## config.mk

```make
export PLATFORM = sky130hd
export DESIGN_NAME = uart_rx
export DESIGN_NICKNAME = d
export VERILOG_FILES = /design/src/rtl/uart_rx.sv
export SDC_FILE = /design/constraint.sdc
export NUM_CORES = 1
export LEC_CHECK = 0
export CORE_ASPECT_RATIO = 1.5
export CORE_MARGIN = 2
export CORE_UTILIZATION = 30
export CTS_BUF_LIST = sky130_fd_sc_hd__clkbuf_16
export CTS_CLUSTER_SIZE = 30
export DETAILED_ROUTE_END_ITERATION = 8
export PLACE_DENSITY = 0.46
export SLEW_MARGIN = 20
export SYNTH_ARGS = -nofsm -noshare
export SYNTH_HDL_FRONTEND = slang
export SYNTH_SLANG_ARGS = --single-unit
```

## constraint.sdc

```tcl
create_clock -name clk -period 1.5 [get_ports clk]
set_input_delay 0.3 -clock clk [delete_from_list [all_inputs] [get_ports clk]]
set_output_delay 0.3 -clock clk [all_outputs]
set_load 0.02 [all_outputs]
```

## src/rtl/uart_rx.sv

```systemverilog
// uart_rx: UART receiver (start, 8 data bits LSB first, stop) with a one-byte valid/ready output buffer.
// Define UART_RX_PARITY_EN to receive an even-parity bit after D7 and check it.
module uart_rx #(
    parameter int CLK_FREQ = 100000000,
    parameter int BIT_RATE = 115200
) (
    input  logic       clk,
    input  logic       rst_n,
    input  logic       rxd,
    output logic [7:0] rx_data,
    output logic       rx_valid,
    input  logic       rx_ready,
    output logic       framing_error,
    output logic       overrun,
    output logic       parity_error
);

    localparam int CLKS_PER_BIT = CLK_FREQ / BIT_RATE;
    localparam int HALF_BIT     = CLKS_PER_BIT / 2;
    localparam int CNT_W        = (CLKS_PER_BIT > 1) ? $clog2(CLKS_PER_BIT) : 1;

    localparam logic [CNT_W-1:0] CNT_BIT_LAST  = CNT_W'(CLKS_PER_BIT - 1);
    localparam logic [CNT_W-1:0] CNT_HALF_LAST = CNT_W'(HALF_BIT - 1);

    typedef enum logic [2:0] {
        S_IDLE   = 3'd0,
        S_START  = 3'd1,
        S_DATA   = 3'd2,
`ifdef UART_RX_PARITY_EN
        S_PARITY = 3'd3,
`endif
        S_STOP   = 3'd4
    } state_e;

    // Receiver state; readable hierarchically as state_q for checkers.
    state_e           state_q, state_d;
    logic [1:0]       sync_q;
    logic             rxd_s;
    logic [CNT_W-1:0] cnt_q, cnt_d;
    logic [2:0]       bit_idx_q, bit_idx_d;
    logic [7:0]       shift_q, shift_d;
    logic             stop_ok_q, stop_ok_d;
    logic             done_q, done_d;
    logic             bit_tick;

    logic [7:0]       rx_data_q, rx_data_d;
    logic             rx_valid_q, rx_valid_d;
    logic             fe_q, fe_d;
    logic             ov_q, ov_d;
    logic             consume;

`ifdef UART_RX_PARITY_EN
    logic             par_bit_q, par_bit_d;
    logic             pe_q, pe_d;
`endif

    assign rxd_s    = sync_q[1];
    assign bit_tick = (cnt_q == CNT_BIT_LAST);

    always_comb begin
        state_d   = state_q;
        cnt_d     = cnt_q;
        bit_idx_d = bit_idx_q;
        shift_d   = shift_q;
        stop_ok_d = stop_ok_q;
        done_d    = 1'b0;
`ifdef UART_RX_PARITY_EN
        par_bit_d = par_bit_q;
`endif
        case (state_q)
            S_IDLE: begin
                if (!rxd_s) begin
                    state_d = S_START;
                    cnt_d   = '0;
                end
            end
            S_START: begin
                // Mid-start-bit check: a line already back high was a glitch.
                if (cnt_q == CNT_HALF_LAST) begin
                    cnt_d     = '0;
                    bit_idx_d = '0;
                    state_d   = rxd_s ? S_IDLE : S_DATA;
                end else begin
                    cnt_d = cnt_q + CNT_W'(1);
                end
            end
            S_DATA: begin
                if (bit_tick) begin
                    cnt_d     = '0;
                    shift_d   = {rxd_s, shift_q[7:1]};
                    bit_idx_d = bit_idx_q + 3'd1;
                    if (bit_idx_q == 3'd7) begin
`ifdef UART_RX_PARITY_EN
                        state_d = S_PARITY;
`else
                        state_d = S_STOP;
`endif
                    end
                end else begin
                    cnt_d = cnt_q + CNT_W'(1);
                end
            end
`ifdef UART_RX_PARITY_EN
            S_PARITY: begin
                if (bit_tick) begin
                    cnt_d     = '0;
                    par_bit_d = rxd_s;
                    state_d   = S_STOP;
                end else begin
                    cnt_d = cnt_q + CNT_W'(1);
                end
            end
`endif
            S_STOP: begin
                // The verdict is applied to the output buffer one edge later.
                if (bit_tick) begin
                    cnt_d     = '0;
                    stop_ok_d = rxd_s;
                    done_d    = 1'b1;
                    state_d   = S_IDLE;
                end else begin
                    cnt_d = cnt_q + CNT_W'(1);
                end
            end
            default: begin
                state_d = S_IDLE;
                cnt_d   = '0;
            end
        endcase
    end

    // Handshake: a byte transfers on every rising edge with rx_valid && rx_ready;
    // rx_data is held constant for as long as rx_valid is high.
    assign consume = rx_valid_q && rx_ready;

    always_comb begin
        rx_data_d  = rx_data_q;
        rx_valid_d = rx_valid_q;
        fe_d       = 1'b0;
        ov_d       = 1'b0;
`ifdef UART_RX_PARITY_EN
        pe_d       = 1'b0;
`endif
        if (consume) begin
            rx_valid_d = 1'b0;
        end
        if (done_q) begin
            if (!stop_ok_q) begin
                fe_d = 1'b1;
`ifdef UART_RX_PARITY_EN
            end else if ((^shift_q) != par_bit_q) begin
                pe_d = 1'b1;
`endif
            end else if (rx_valid_q && !rx_ready) begin
                ov_d = 1'b1;
            end else begin
                rx_data_d  = shift_q;
                rx_valid_d = 1'b1;
            end
        end
    end

    always_ff @(posedge clk or negedge rst_n) begin
        if (!rst_n) begin
            sync_q     <= 2'b11;
            state_q    <= S_IDLE;
            cnt_q      <= '0;
            bit_idx_q  <= '0;
            shift_q    <= '0;
            stop_ok_q  <= 1'b0;
            done_q     <= 1'b0;
            rx_data_q  <= 8'h00;
            rx_valid_q <= 1'b0;
            fe_q       <= 1'b0;
            ov_q       <= 1'b0;
        end else begin
            sync_q     <= {sync_q[0], rxd};
            state_q    <= state_d;
            cnt_q      <= cnt_d;
            bit_idx_q  <= bit_idx_d;
            shift_q    <= shift_d;
            stop_ok_q  <= stop_ok_d;
            done_q     <= done_d;
            rx_data_q  <= rx_data_d;
            rx_valid_q <= rx_valid_d;
            fe_q       <= fe_d;
            ov_q       <= ov_d;
        end
    end

`ifdef UART_RX_PARITY_EN
    always_ff @(posedge clk or negedge rst_n) begin
        if (!rst_n) begin
            par_bit_q <= 1'b0;
            pe_q      <= 1'b0;
        end else begin
            par_bit_q <= par_bit_d;
            pe_q      <= pe_d;
        end
    end

    assign parity_error = pe_q;
`else
    assign parity_error = 1'b0;
`endif

    assign rx_data       = rx_data_q;
    assign rx_valid      = rx_valid_q;
    assign framing_error = fe_q;
    assign overrun       = ov_q;

endmodule
```

==> impl_metrics.json <==
{
  "startpoint_type": "register",
  "layout_min_cycle_time_ns": 1.64,
  "final_cells": 292,
  "busiest_layer": "met2",
  "post-route-worst-setup-slack_ns": -0.139,
  "die_h_um": 102,
  "final_cell_mix": "dfrtp_1 (37), buf_4 (35), mux2_2 (16), nand2_1 (12), dlygate4sd2_1 (11)",
  "crit_slowest_cell": "dfrtp_1",
  "row_count": 35,
  "die_w_um": 69.3,
  "placed_area_um2": 2390,
  "wire_per_inst_um": 15.1,
  "ys_types": 48,
  "crit_type": "register to register",
  "overflow": 0,
  "outcome": "finished with violations",
  "end_kind": "register",
  "maxCapViolCount": 0,
  "preCtsSetupSlack_ns": -0.169,
  "fill_cells": 607,
  "finalHoldViolCount": 0,
  "grt.total_usage_pct": 13.5,
  "final_area_um2": 2640,
  "violations": "negative setup slack",
  "routed_wl_um": 4420,
  "layout_commonest_cell": "dfrtp_1",
  "grtUsageMet2_pct": 26.5,
  "grt_pass1_wl_um": 7520,
  "gp_congestion": 0.846,
  "setup_tns_ns": -1.48,
  "dr.pass1.iters": 4,
  "drc_errors": 0,
  "portBuffers": 14,
  "synth_area_um2": 1920,
  "maxSlewViolCount": 0,
  "max_stage_delay_ns": 0.39,
  "cp_max_fo": 3,
  "fmax_mhz": 610,
  "leakagePower_nw": 1.25,
  "drive_above_1_share_pct": 39.0,
  "synth-main-ff-cell": "dfrtp_1",
  "htreeDepth": 2,
  "r2r_start": "cnt_q[1]",
  "clk_latency_ns": 0.28,
  "grt.met1_usage_pct": 13.7,
  "ys_ff_latch": 39,
  "postRouteAntennaNets": 0,
  "diodes": 0,
  "synth_fp_nets": 171,
  "fin_skew_ns": 0.00653,
  "core_um2": 6170,
  "yosysWarnings": 0,
  "drt-initial-drc-count": 43,
  "synth-edff-count": 0,
  "startpoint": "cnt_q[1]",
  "path_clk_slew_ns": 0.06,
  "cp.required_ns": 1.66,
  "power_density_nw_per_um2": 871,
  "hp-start": "sync_q[0]",
  "rsz0062_at_grt": "yes",
  "setup_viol": 23,
  "hp-class": "register to register",
  "syn_inst": 163,
  "crit_buf_inv": 1,
  "final_util_pct": 42.7,
  "postSynth.asyncResetShare_pct": 100,
  "grt_max_degree": 23,
  "fin_crit_sh_pct": 109,
  "post-place-cells": 280,
  "vias": 1482,
  "top_level_ports": 16,
  "cts_tree": "built",
  "antenna_found_initial": 0,
  "fin_nets": 225,
  "crit_arrival_ns": 1.80,
  "cts.sinks": 39,
  "area_growth_pct": 37.3,
  "globalRouteMet3Util_pct": 3.25,
  "cts_buffers": 5,
  "grt_pass1_vias": 1602,
  "root_buffer": "clkbuf_16",
  "avgSynthCellArea_um2": 11.8,
  "die_area_um2": 7070,
  "path_delay_family": "simple AND/OR/NAND/NOR gates",
  "ir_drop_mv": 0.401,
  "crit_chain": "inv_2 > ha_4 > and4bb_2 > nand4_1 > o21a_1 > mux2_4",
  "initial_core_util_pct": 31.1,
  "vias_per_cell": 5.08,
  "clockBufferDepth": 2,
  "yosysSeqAreaShare_pct": 50.9,
  "hpwl_um": 3320
}
timing repair:
item / 4_1_cts / 5_1_grt
hold buffers: 1 / 0
setup buffers: 4 / 0
pin swaps: 6 / 4
gates resized for setup: 21 / 5
endpoints found under the hold margin: 15 / 0
endpoints found under the setup margin: 35 / 24
stage by stage:
step | total power, mW | hold slack, ns
6_report | 2.30 | 0.358
5_1_grt | 2.39 | 0.363
4_1_cts | 2.34 | 0.361
3_5_place_dp | 1.12 | 0.276
3_3_place_gp | 1.12 | 0.268
2_1_floorplan | 1.08 | 0.00441
synthesized netlist by cell type (3+ instances only):
cell | n | area share (%)
nor2_1 | 6 | 1.2
o21ai_1 | 5 | 1.3
o21ai_0 | 3 | 0.78
nand3_1 | 5 | 1.3
o2bb2ai_1 | 3 | 1.4
a21oi_1 | 4 | 1.0
buf_2 | 4 | 1.0
dfrtp_1 | 37 | 48
nand2_1 | 12 | 2.3
nor3_1 | 7 | 1.8
inv_1 | 3 | 0.59
o21a_1 | 3 | 1.2
mux2_2 | 17 | 10
nand2b_1 | 4 | 1.3
ha_1 | 4 | 2.6
registers in the layout, indices dropped and copies added, names as in the netlist:
| signal | count |
|---|---|
| bit_idx_q | 3 |
| cnt_q | 10 |
| done_q | 1 |
| framing_error | 1 |
| overrun | 1 |
| rx_data | 8 |
| rx_valid | 1 |
| shift_q | 8 |
| state_q | 3 |
| stop_ok_q | 1 |
| sync_q | 2 |
worst paths after layout:
path / to / slack (ns) / cells past startpoint
hold reg to reg: sync_q[1] / 0.36 / 0
min in group asynchronous: overrun / 0.50 / 2
max in group asynchronous: shift_q[7] / 0.51 / 3
hold / removal: sync_q[1] / 0.36 / 0
setup reg to reg: bit_idx_q[0] / -0.14 / 6
setup / recovery: bit_idx_q[0] / -0.14 / 6
logic make-up (layout without fill, tap and decap cells):
logic type	Yosys count	count (layout)	share of synthesized area, %
buffers and inverters	12	67	3.65
adder cells (fa/ha/maj)	4	4	2.61
multiplexers	18	18	10.7
AO/OA/AOI/OAI	32	32	12.2
flip-flops	39	39	50.9
other	1	1	0.195
XOR/XNOR	4	4	1.82
AND/OR/NAND/NOR	53	53	17.8
cell type report:
type                       count  area, um2  area share (%)
sequential                    39        978            37.1
multi-input combinational    112        916            34.7
timing repair buffer          56        470            17.8
clock buffer                   5        125            4.74
tap                           74       92.6            3.51
clock inverter                 3       43.8            1.66
inverter                       3       11.3           0.427
routing by layer:
layer / part of all wire [%] / routed length (um) / up-vias
li1: - / - / 702
met1: 39 / 1710 / 741
met2: 57 / 2510 / 33
met3: 2.6 / 113 / 6
met4: 1.8 / 81 / 0
met5: 0 / 0 / -
report_power, final:
group / internal, mW / switching, mW / leakage (nW) / total, mW
logic: 0.0153 / 0.0276 / 0.646 / 0.0429
registers: 1.06 / 0.00163 / 0.523 / 1.06
clock network: 0.784 / 0.412 / 0.0838 / 1.20
total: 1.86 / 0.441 / 1.25 / 2.30
Note: power is estimated with default switching activity, not from simulation.
